### config.mk
export PLATFORM = sky130hd
export DESIGN_NAME = freq_dop_meas_flat
export DESIGN_NICKNAME = d
export VERILOG_FILES = /design/src/rtl/freq_dop_pkg.sv /design/src/rtl/freq_dop_meas_if.sv /design/src/rtl/freq_dop_meas_spd_edge_filt.sv /design/src/rtl/freq_dop_meas.sv /design/src/flat_wrapper.sv
export SDC_FILE = /design/constraint.sdc
export NUM_CORES = 1
export LEC_CHECK = 0
export ABC_AREA = 1
export CORE_UTILIZATION = 47
export CTS_CLUSTER_SIZE = 16
export DETAILED_ROUTE_END_ITERATION = 16
export DONT_BUFFER_PORTS = 1
export PLACE_DENSITY_LB_ADDON = 0.1
export SYNTH_ARGS = -nofsm -noshare
export SYNTH_HDL_FRONTEND = slang
export SYNTH_SLANG_ARGS = --single-unit
### constraint.sdc
create_clock -name I_clk -period 2.01 [get_ports I_clk]
set_clock_uncertainty 0.15 [all_clocks]
set_input_delay 0.402 -clock I_clk [delete_from_list [all_inputs] [get_ports I_clk]]
set_output_delay 0.402 -clock I_clk [all_outputs]
set_load 0.01 [all_outputs]
### src/rtl/freq_dop_pkg.sv
// Shared definitions for the Doppler speed-pulse link: clock rate and
// the measuring FSM state encoding.
package freq_dop_pkg;

    localparam int unsigned CLK_HZ      = 25_000_000;
    // One second of stalled input at the system clock rate.
    localparam int unsigned TIMEOUT_DEF = CLK_HZ;

    typedef enum logic [1:0] {
        IDLE,
        ARM,
        MEAS
    } state_t;

endpackage

### src/rtl/freq_dop_meas_if.sv
// Speed-pulse meter bus: enable and pulse input towards the meter,
// measured period, update strobe and stall flag back from it.
interface freq_dop_meas_if #(
    parameter int unsigned CNT_W = 28
);
    logic             I_stat;
    logic             I_spd;
    logic [CNT_W-1:0] O_period;
    logic             O_valid;
    logic             O_timeout;

    modport master (
        output I_stat, I_spd,
        input  O_period, O_valid, O_timeout
    );

    modport slave (
        input  I_stat, I_spd,
        output O_period, O_valid, O_timeout
    );
endinterface

### src/rtl/freq_dop_meas_spd_edge_filt.sv
// Asynchronous pulse input conditioner: 2-FF synchronizer, glitch filter
// requiring FILT_LEN agreeing samples, and a one-cycle rising-edge pulse.
module spd_edge_filt #(
    parameter int unsigned FILT_LEN = 3
) (
    input  logic clk,
    input  logic rst,
    input  logic din,
    output logic rise
);
    localparam int unsigned RUN_W = $clog2(FILT_LEN + 1);

    logic [1:0]       sync;
    logic             level;
    logic [RUN_W-1:0] run;

    always_ff @(posedge clk) begin
        if (rst) begin
            sync  <= '0;
            level <= 1'b0;
            run   <= '0;
            rise  <= 1'b0;
        end else begin
            sync <= {sync[0], din};
            rise <= 1'b0;
            // run counts consecutive synchronized samples that disagree with level
            if (sync[1] != level) begin
                if (run == RUN_W'(FILT_LEN - 1)) begin
                    level <= sync[1];
                    run   <= '0;
                    rise  <= sync[1];
                end else begin
                    run <= run + 1'b1;
                end
            end else begin
                run <= '0;
            end
        end
    end
endmodule

### src/rtl/freq_dop_meas.sv
// Doppler speed-pulse frequency meter: measures (optionally averaged)
// period of I_spd in I_clk cycles and flags a stalled input.
module freq_dop_meas
    import freq_dop_pkg::*;
#(
    parameter int unsigned CNT_W    = 28,
    parameter int unsigned FILT_LEN = 3,
    parameter int unsigned AVG_LOG2 = 0,
    parameter int unsigned TIMEOUT  = TIMEOUT_DEF
) (
    input  logic            I_clk,
    input  logic            I_reset,
    freq_dop_meas_if.slave  bus
);
    localparam int unsigned ACC_W = CNT_W + AVG_LOG2;
    localparam int unsigned K_W   = AVG_LOG2 + 1;
    localparam logic [CNT_W-1:0] TMO    = CNT_W'(TIMEOUT);
    localparam logic [K_W-1:0]   K_LAST = K_W'((1 << AVG_LOG2) - 1);

    state_t           state_q, state_n;
    logic [CNT_W-1:0] cnt_q, cnt_n, idle_q, idle_n, period_q, period_n;
    logic [ACC_W-1:0] acc_q, acc_n, sum;
    logic [K_W-1:0]   k_q, k_n;
    logic             valid_q, valid_n, tout_q, tout_n;
    logic             rise;

    spd_edge_filt #(.FILT_LEN(FILT_LEN)) u_filt (
        .clk  (I_clk),
        .rst  (I_reset),
        .din  (bus.I_spd),
        .rise (rise)
    );

    assign sum = acc_q + ACC_W'(cnt_q);

    always_ff @(posedge I_clk) begin
        if (I_reset) begin
            state_q  <= IDLE;
            cnt_q    <= '0;
            idle_q   <= '0;
            acc_q    <= '0;
            k_q      <= '0;
            period_q <= '0;
            valid_q  <= 1'b0;
            tout_q   <= 1'b0;
        end else begin
            state_q  <= state_n;
            cnt_q    <= cnt_n;
            idle_q   <= idle_n;
            acc_q    <= acc_n;
            k_q      <= k_n;
            period_q <= period_n;
            valid_q  <= valid_n;
            tout_q   <= tout_n;
        end
    end

    always_comb begin
        state_n  = state_q;
        cnt_n    = cnt_q;
        idle_n   = idle_q;
        acc_n    = acc_q;
        k_n      = k_q;
        period_n = period_q;
        valid_n  = 1'b0;
        tout_n   = tout_q;
        if (!bus.I_stat) begin
            state_n = IDLE;
            cnt_n   = '0;
            idle_n  = '0;
            acc_n   = '0;
            k_n     = '0;
        end else begin
            case (state_q)
                IDLE: begin
                    state_n = ARM;
                    idle_n  = CNT_W'(1);
                end
                ARM: begin
                    if (rise) begin
                        state_n = MEAS;
                        cnt_n   = CNT_W'(1);
                        idle_n  = '0;
                        acc_n   = '0;
                        k_n     = '0;
                    end else begin
                        idle_n = (idle_q == '1) ? idle_q : idle_q + 1'b1;
                        // an already-flagged stall is not reported again
                        if (idle_q == TMO && !tout_q) begin
                            period_n = '0;
                            tout_n   = 1'b1;
                            valid_n  = 1'b1;
                        end
                    end
                end
                MEAS: begin
                    if (rise) begin
                        cnt_n = CNT_W'(1);
                        if (k_q == K_LAST) begin
                            period_n = CNT_W'(sum >> AVG_LOG2);
                            valid_n  = 1'b1;
                            tout_n   = 1'b0;
                            acc_n    = '0;
                            k_n      = '0;
                        end else begin
                            acc_n = sum;
                            k_n   = k_q + 1'b1;
                        end
                    end else if (cnt_q == TMO) begin
                        state_n  = ARM;
                        period_n = '0;
                        tout_n   = 1'b1;
                        valid_n  = 1'b1;
                        cnt_n    = '0;
                        acc_n    = '0;
                        k_n      = '0;
                        idle_n   = CNT_W'(1);
                    end else begin
                        cnt_n = (cnt_q == '1) ? cnt_q : cnt_q + 1'b1;
                    end
                end
                default: state_n = IDLE;
            endcase
        end
    end

    assign bus.O_period  = period_q;
    assign bus.O_valid   = valid_q;
    assign bus.O_timeout = tout_q;
endmodule

### src/flat_wrapper.sv
// flat-port wrapper written by rule: the top's interface ports become plain ports
module freq_dop_meas_flat import freq_dop_pkg::*;
#(
    parameter int unsigned CNT_W    = 28,
    parameter int unsigned FILT_LEN = 3,
    parameter int unsigned AVG_LOG2 = 0,
    parameter int unsigned TIMEOUT  = TIMEOUT_DEF
)
  (I_clk, I_reset, bus_I_stat, bus_I_spd, bus_O_period, bus_O_valid, bus_O_timeout);
  freq_dop_meas_if #(.CNT_W(CNT_W)) bus_i ();
  input  logic I_clk;
  input  logic I_reset;
  input wire logic [$bits(bus_i.I_stat)-1:0] bus_I_stat;
  input wire logic [$bits(bus_i.I_spd)-1:0] bus_I_spd;
  output wire logic [$bits(bus_i.O_period)-1:0] bus_O_period;
  output wire logic [$bits(bus_i.O_valid)-1:0] bus_O_valid;
  output wire logic [$bits(bus_i.O_timeout)-1:0] bus_O_timeout;
  assign bus_i.I_stat = bus_I_stat;
  assign bus_i.I_spd = bus_I_spd;
  assign bus_O_period = bus_i.O_period;
  assign bus_O_valid = bus_i.O_valid;
  assign bus_O_timeout = bus_i.O_timeout;
  freq_dop_meas #(.CNT_W(CNT_W), .FILT_LEN(FILT_LEN), .AVG_LOG2(AVG_LOG2), .TIMEOUT(TIMEOUT)) u_core (.I_clk(I_clk), .I_reset(I_reset), .bus(bus_i));
endmodule
### Word level (Yosys, flattened, before mapping)

Index checks and enable logic that the tools add are counted.

* register bits: 123
* output and inout bits: 30

* add/sub/neg operators: 5
* reductions and logical operators: 14
* bitwise logic cells: 3
* eq/ne operators: 17
* mux-type cells: 41

Operator list (number)
* two-way mux 28 bit: 16
* one-hot mux 28 bit (2 select lines): 3
* one-hot mux 28 bit (3 select lines): 1
* adder 28 x 1 -> 28 bit, second input constant: 2
* == test 28 x 25 -> 1 bit, second input constant: 2
* == test 28 bit, second input constant: 2
* adder 28 bit: 1
* two-way mux 1 bit: 14
* AND reduction 3 bit: 3
* two-way mux 2 bit: 3
* != test 2 bit, second input constant: 3
* != test 3 bit, second input constant: 2
* one-hot mux 1 bit (2 select lines): 3
* one-hot mux 2 bit (3 select lines): 1
* AND reduction 6 bit: 1
* OR reduction 3 bit: 2
* == test 2 bit, second input constant: 2
* != test 2 x 1 -> 1 bit, second input constant: 2
* != test 4 x 3 -> 1 bit, second input constant: 1
* AND reduction 4 bit: 1
* != test 3 x 2 -> 1 bit, second input constant: 1
* NOT 1 bit: 3
* nonzero test 3 bit: 1
* adder 2 x 1 -> 2 bit, second input constant: 1
* 9 further kinds: 9

### Depth between registers and ports, before layout

* word-level depth: 5
* depth in mapped cells: 15
* mapped depth without buffers: 13

### By module

A second synthesis with hierarchy kept.

* cells, all modules: 1060
* area, all modules: 6194.7 um^2

By module, submodules not included
* freq_dop_meas: area an instance 5982.0 um^2, cells each 1035, instances 1
* spd_edge_filt: area an instance 212.7 um^2, cells each 25, instances 1

### Worst setup path after synthesis

No wires, ideal clock.

* path type: flip-flop to flip-flop
* from: register u_core.state_q[0]
* to: register u_core.idle_q[1]
* data required time: 1746 ps
* arrival: 1680 ps
* cell stages (with the launch flop): 10
* buffers on the path: 1
* setup time: 114 ps
* setup slack: 66 ps
* path through: dfxtp_1 inv_1 ha_1 nand2_1 inv_2 a21oi_2 nand3_4 buf_6 a21oi_1 nor2_1

* longest elaborated chain between the ends: 3

RTL lines
* start, declared: line freq_dop_meas.sv:20 `state_t state_q, state_n;`
* start signal, assigned: line freq_dop_meas.sv:47 `state_q <= state_n;`
* == test 2 x 1 -> 1 bit, or another cell as far along: line freq_dop_meas.sv:74 `case (state_q)`
* != test 3 bit (no source line), or another cell as far along
* AND reduction 4 bit (no source line)
* end signal, assigned: line freq_dop_meas.sv:49 `idle_q <= idle_n;`
* end, declared: line freq_dop_meas.sv:21 `logic [CNT_W-1:0] cnt_q, cnt_n, idle_q, idle_n, period_q, period_n;`

Parallel ways exist; a longest one is shown, timed or not.
A chain may end at the register's enable or synchronous reset.

### Worst setup path in the final report

* from: register u_core.cnt_q[1]
* to: register u_core.period_q[25] (netlist: u_core.bus.O_period[25])

* longest elaborated chain between the ends: 4

RTL lines
* start, declared: line freq_dop_meas.sv:21
* start signal, assigned: line freq_dop_meas.sv:48 `cnt_q <= cnt_n;`
* adder 28 bit: line freq_dop_meas.sv:34 `assign sum = acc_q + ACC_W'(cnt_q);`
* two-way mux 28 bit: line freq_dop_meas.sv:99 `if (k_q == K_LAST) begin`
* two-way mux 28 bit: line freq_dop_meas.sv:97 `if (rise) begin`
* one-hot mux 28 bit (2 select lines): line freq_dop_meas.sv:74
* end signal, assigned: line freq_dop_meas.sv:52 `period_q <= period_n;`
* end, declared: line freq_dop_meas.sv:21

Parallel ways exist; a longest one is shown, timed or not. The select of a mux whose other input is x is not followed.

==> metrics.md <==
| Metric | Value |
|---|---|
| DRT antenna net count | `0` |
| Hold Fails Final Rpt | `0` |
| Crit. End Element | `flop` |
| Setup TNS | `0 ns` |
| Core Box Area | `between 10,000 and 15,000 um2` |
| DR pass1 iterations | `6` |
| Die Area | `between 10,000 and 15,000 um2` |
| Vias per cell | `roughly 5.1` |
| Largest net degree at the start of global routing | `between 40 and 50` |
| Number of DRC markers in iteration 0 | `around 700` |
| WHS | `just over 0.09 ns` |
| Slew @ Worst Pin | `0.395 ns` |
| CTS tree | `done` |
| Clk buf depth | `2` |
| Pins Over Slew Limit | `0` |
| Number of port buffers | `0` |
| IO Pins | `34` |
| Area share of the largest cell type after synthesis | `between 30% and 40%` |
| Wl on met1 | `between 9000 and 10,000 um` |
| Drt wl/cell | `between 10 and 15 um` |
| Max_slew headroom | `about 74%` |
| Critical path arrival | `roughly 2.1 ns` |
| YS warnings | `0` |
| Commonest non-fill, non-tap cells in the layout | `319 x nand2_1, 200 x nor2_1, 133 x inv_1, 84 x dfxtp_1, 70 x nand3_1` |
| H-tree levels | `3` |
| Post-route setup slack | `around 0.04 ns` |
| Gr usage total | `28.2%` |
| WL met3 | `between 1500 and 2000 um` |
| Hold Path Stages | `3` |
| Top post-synthesis cells by area | `dfxtp_1 30%, nand2_1 20%, nor2_1 13%, inv_1 8.5%, nand3_1 5.8%` |
| Commonest non-fill, non-tap cell in the layout | `nand2_1` |
| Initial antenna violation count | `0` |
| Setup Viol. Count Final | `0` |
| Cell area after synthesis | `between 6000 and 7000 um2` |
| Vias in the first global route | `between 5,000 and 6,000` |
| Max layer used | `met4` |
| Met2 routed wirelength | `roughly 7600 um` |
| RSZ-0062 raised after global routing | `yes` |
| Synthesis-to-layout area growth | `21.7%` |
| Clock Sinks | `94` |
| Pwr dens | `560 nW/um2` |
| Tmin final | `around 2 ns` |
| Final period util | `a little over nine tenths` |
| Fin nets | `about 1,100` |
| CTS Buf Count | `9` |
| Gp weighted congestion | `around 0.91` |
| Outcome | `finished clean` |
| Layout cells sized above 1 | `17.1%` |
| Post-Syn Area per Cell | `slightly below 6 um2` |
| Chip Height | `between 100 and 150 um` |
| Grt ovf | `0` |
| Count of cell types in the netlist | `32` |
| Rows | `41` |
| #FFs+latches synth | `between 90 and 100` |
| Hold Crit Class | `primary input to flop` |
| Root Buffer | `clkbuf_16` |
| First-pass GRT wire length | `approximately 30,000 um` |
| Power, Total | `4.25 mW` |
| Crit-path max FO | `7` |
| DRC viols | `0` |
| WS Path Type | `flop to flop` |
| Startpoint Class | `flop` |
| Hpwl dp | `around 13,000 um` |
| DIE WIDTH | `117 um` |
| WL final | `about 19,000 um` |
| Fmax | `slightly above 500 MHz` |
| Cells after Synth | `between 1,000 and 1,500` |
| Pre-CTS setup slack | `-0.0610 ns` |
| Leading area contributor after synthesis | `dfxtp_1` |
| Seq/Total Area, Yosys | `between 30% and 40%` |
| N_diodes | `0` |
| Vias | `between 6,000 and 7,000` |
| Worst-skew pair later-pin latency | `0.37 ns` |
| Peak VDD IR | `approximately 0.00054 V` |
| Fin util | `between 50 and 60%` |
| MaxCap Viol Count | `0` |
| Net count after synthesis | `around 1,100` |
| Starting Density | `between 40 and 50%` |
| Critical Path RT | `2.16 ns` |
| Clock-pin slew on the worst setup and hold paths | `roughly 0.08 ns` |
| R2r worst-path depth | `13` |
| Leakage power | `about 3.1 nW` |
-- critical path, stage by stage, from the launching register on --
cell       delay (ns)
dfxtp_4          0.37
inv_2            0.06
ha_4             0.13
inv_4            0.04
nor3_4           0.15
nand2_2          0.09
nor2_4           0.12
nand2_4          0.12
nand2_8          0.13
nand2_4          0.06
nor2_4           0.17
clkbuf_16        0.18
nor2_1           0.04
nor2_1           0.08
-- what timing repair did --
action	in CTS	in global routing
endpoints found under the hold margin	2	0
resized for setup	4	85
setup endpoints to repair	53	85
pin swaps	2	32
hold buffers	2	0
cloned	1	6
setup buffers	1	9
-- stage by stage --
| stage | cell area, um2 | std cells |
|---|---|---|
| final | 7590 | 1298 |
| after global routing | 7590 | 1298 |
| after CTS | 7120 | 1283 |
| after detailed placement | 6750 | 1263 |
| after global placement | 6750 | 1263 |
| after floorplan | 6240 | 1070 |
-- synth_stat cells --
cell / instances
nand3_1: 72
nand3b_1: 2
buf_4: 4
xor2_1: 1
o21ai_0: 14
nor2_1: 219
dfxtp_1: 94
nand2_4: 3
nor2_2: 4
a21oi_1: 29
or2_2: 1
buf_1: 4
o211ai_1: 4
nor4_1: 1
o21bai_1: 1
nand2_1: 328
buf_6: 5
buf_8: 1
inv_2: 7
buf_2: 14
clkbuf_1: 12
nand3_4: 4
a21oi_2: 2
inv_1: 141
ha_1: 9
and2_1: 1
nand4_1: 57
nand3_2: 1
nor3_1: 15
nor2_4: 6
nor3_2: 1
nand2_2: 13
-- cell families (layout without fill, tap and decap cells) --
kind of cell / count (synthesis) / count (layout) / share of synthesized area [%]
fa+ha+maj: 9 / 9 / 1.81
simple gates: 728 / 731 / 50.9
xor+xnor: 1 / 1 / 0.140
compound gates: 50 / 50 / 4.33
flops: 94 / 94 / 30.2
buf+inv: 188 / 241 / 12.6
-- cell type report --
type                            instances  area (um2)
Clock buffer                            9         225
Clock inverter                          7        72.6
Fill cell                            1282        5180
Inverter                              148         577
Multi-Input combinational cell        791        3840
Sequential cell                        94        1900
Tap cell                              172         215
Timing Repair Buffer                   77         763
-- where the power goes --
part / internal [mW] / switching, mW
clock network: 0.880 / 0.879
logic: 0.216 / 0.345
registers: 1.89 / 0.0400
total: 2.99 / 1.26
-- state kept, by name, summed over array words and instances (netlist names), 2 cells and up --
signal / flops
u_core.u_filt.run: 2
u_core.cnt_q: 28
u_core.idle_q: 28
u_core.u_filt.sync: 2
u_core.state_q: 2
u_core.bus.O_period: 28
-- path summary, 6_finish.rpt --
check,startpoint,to,slack [ns]
max,u_core.cnt_q[1],u_core.bus.O_period[25],0.04
min,bus_I_stat,u_core.bus.O_timeout,0.09
max reg2reg,u_core.cnt_q[1],u_core.bus.O_period[25],0.04
min reg2reg,u_core.u_filt.sync[0],u_core.u_filt.sync[1],0.25
-- per-layer routing --
metal,global-route usage [%],vias to the layer above
met4,7.68,0
met2,38.8,261
met3,5.51,25
met5,0,-
met1,43.5,2892
li1,-,3446
Power figures use the tool's default switching activity.
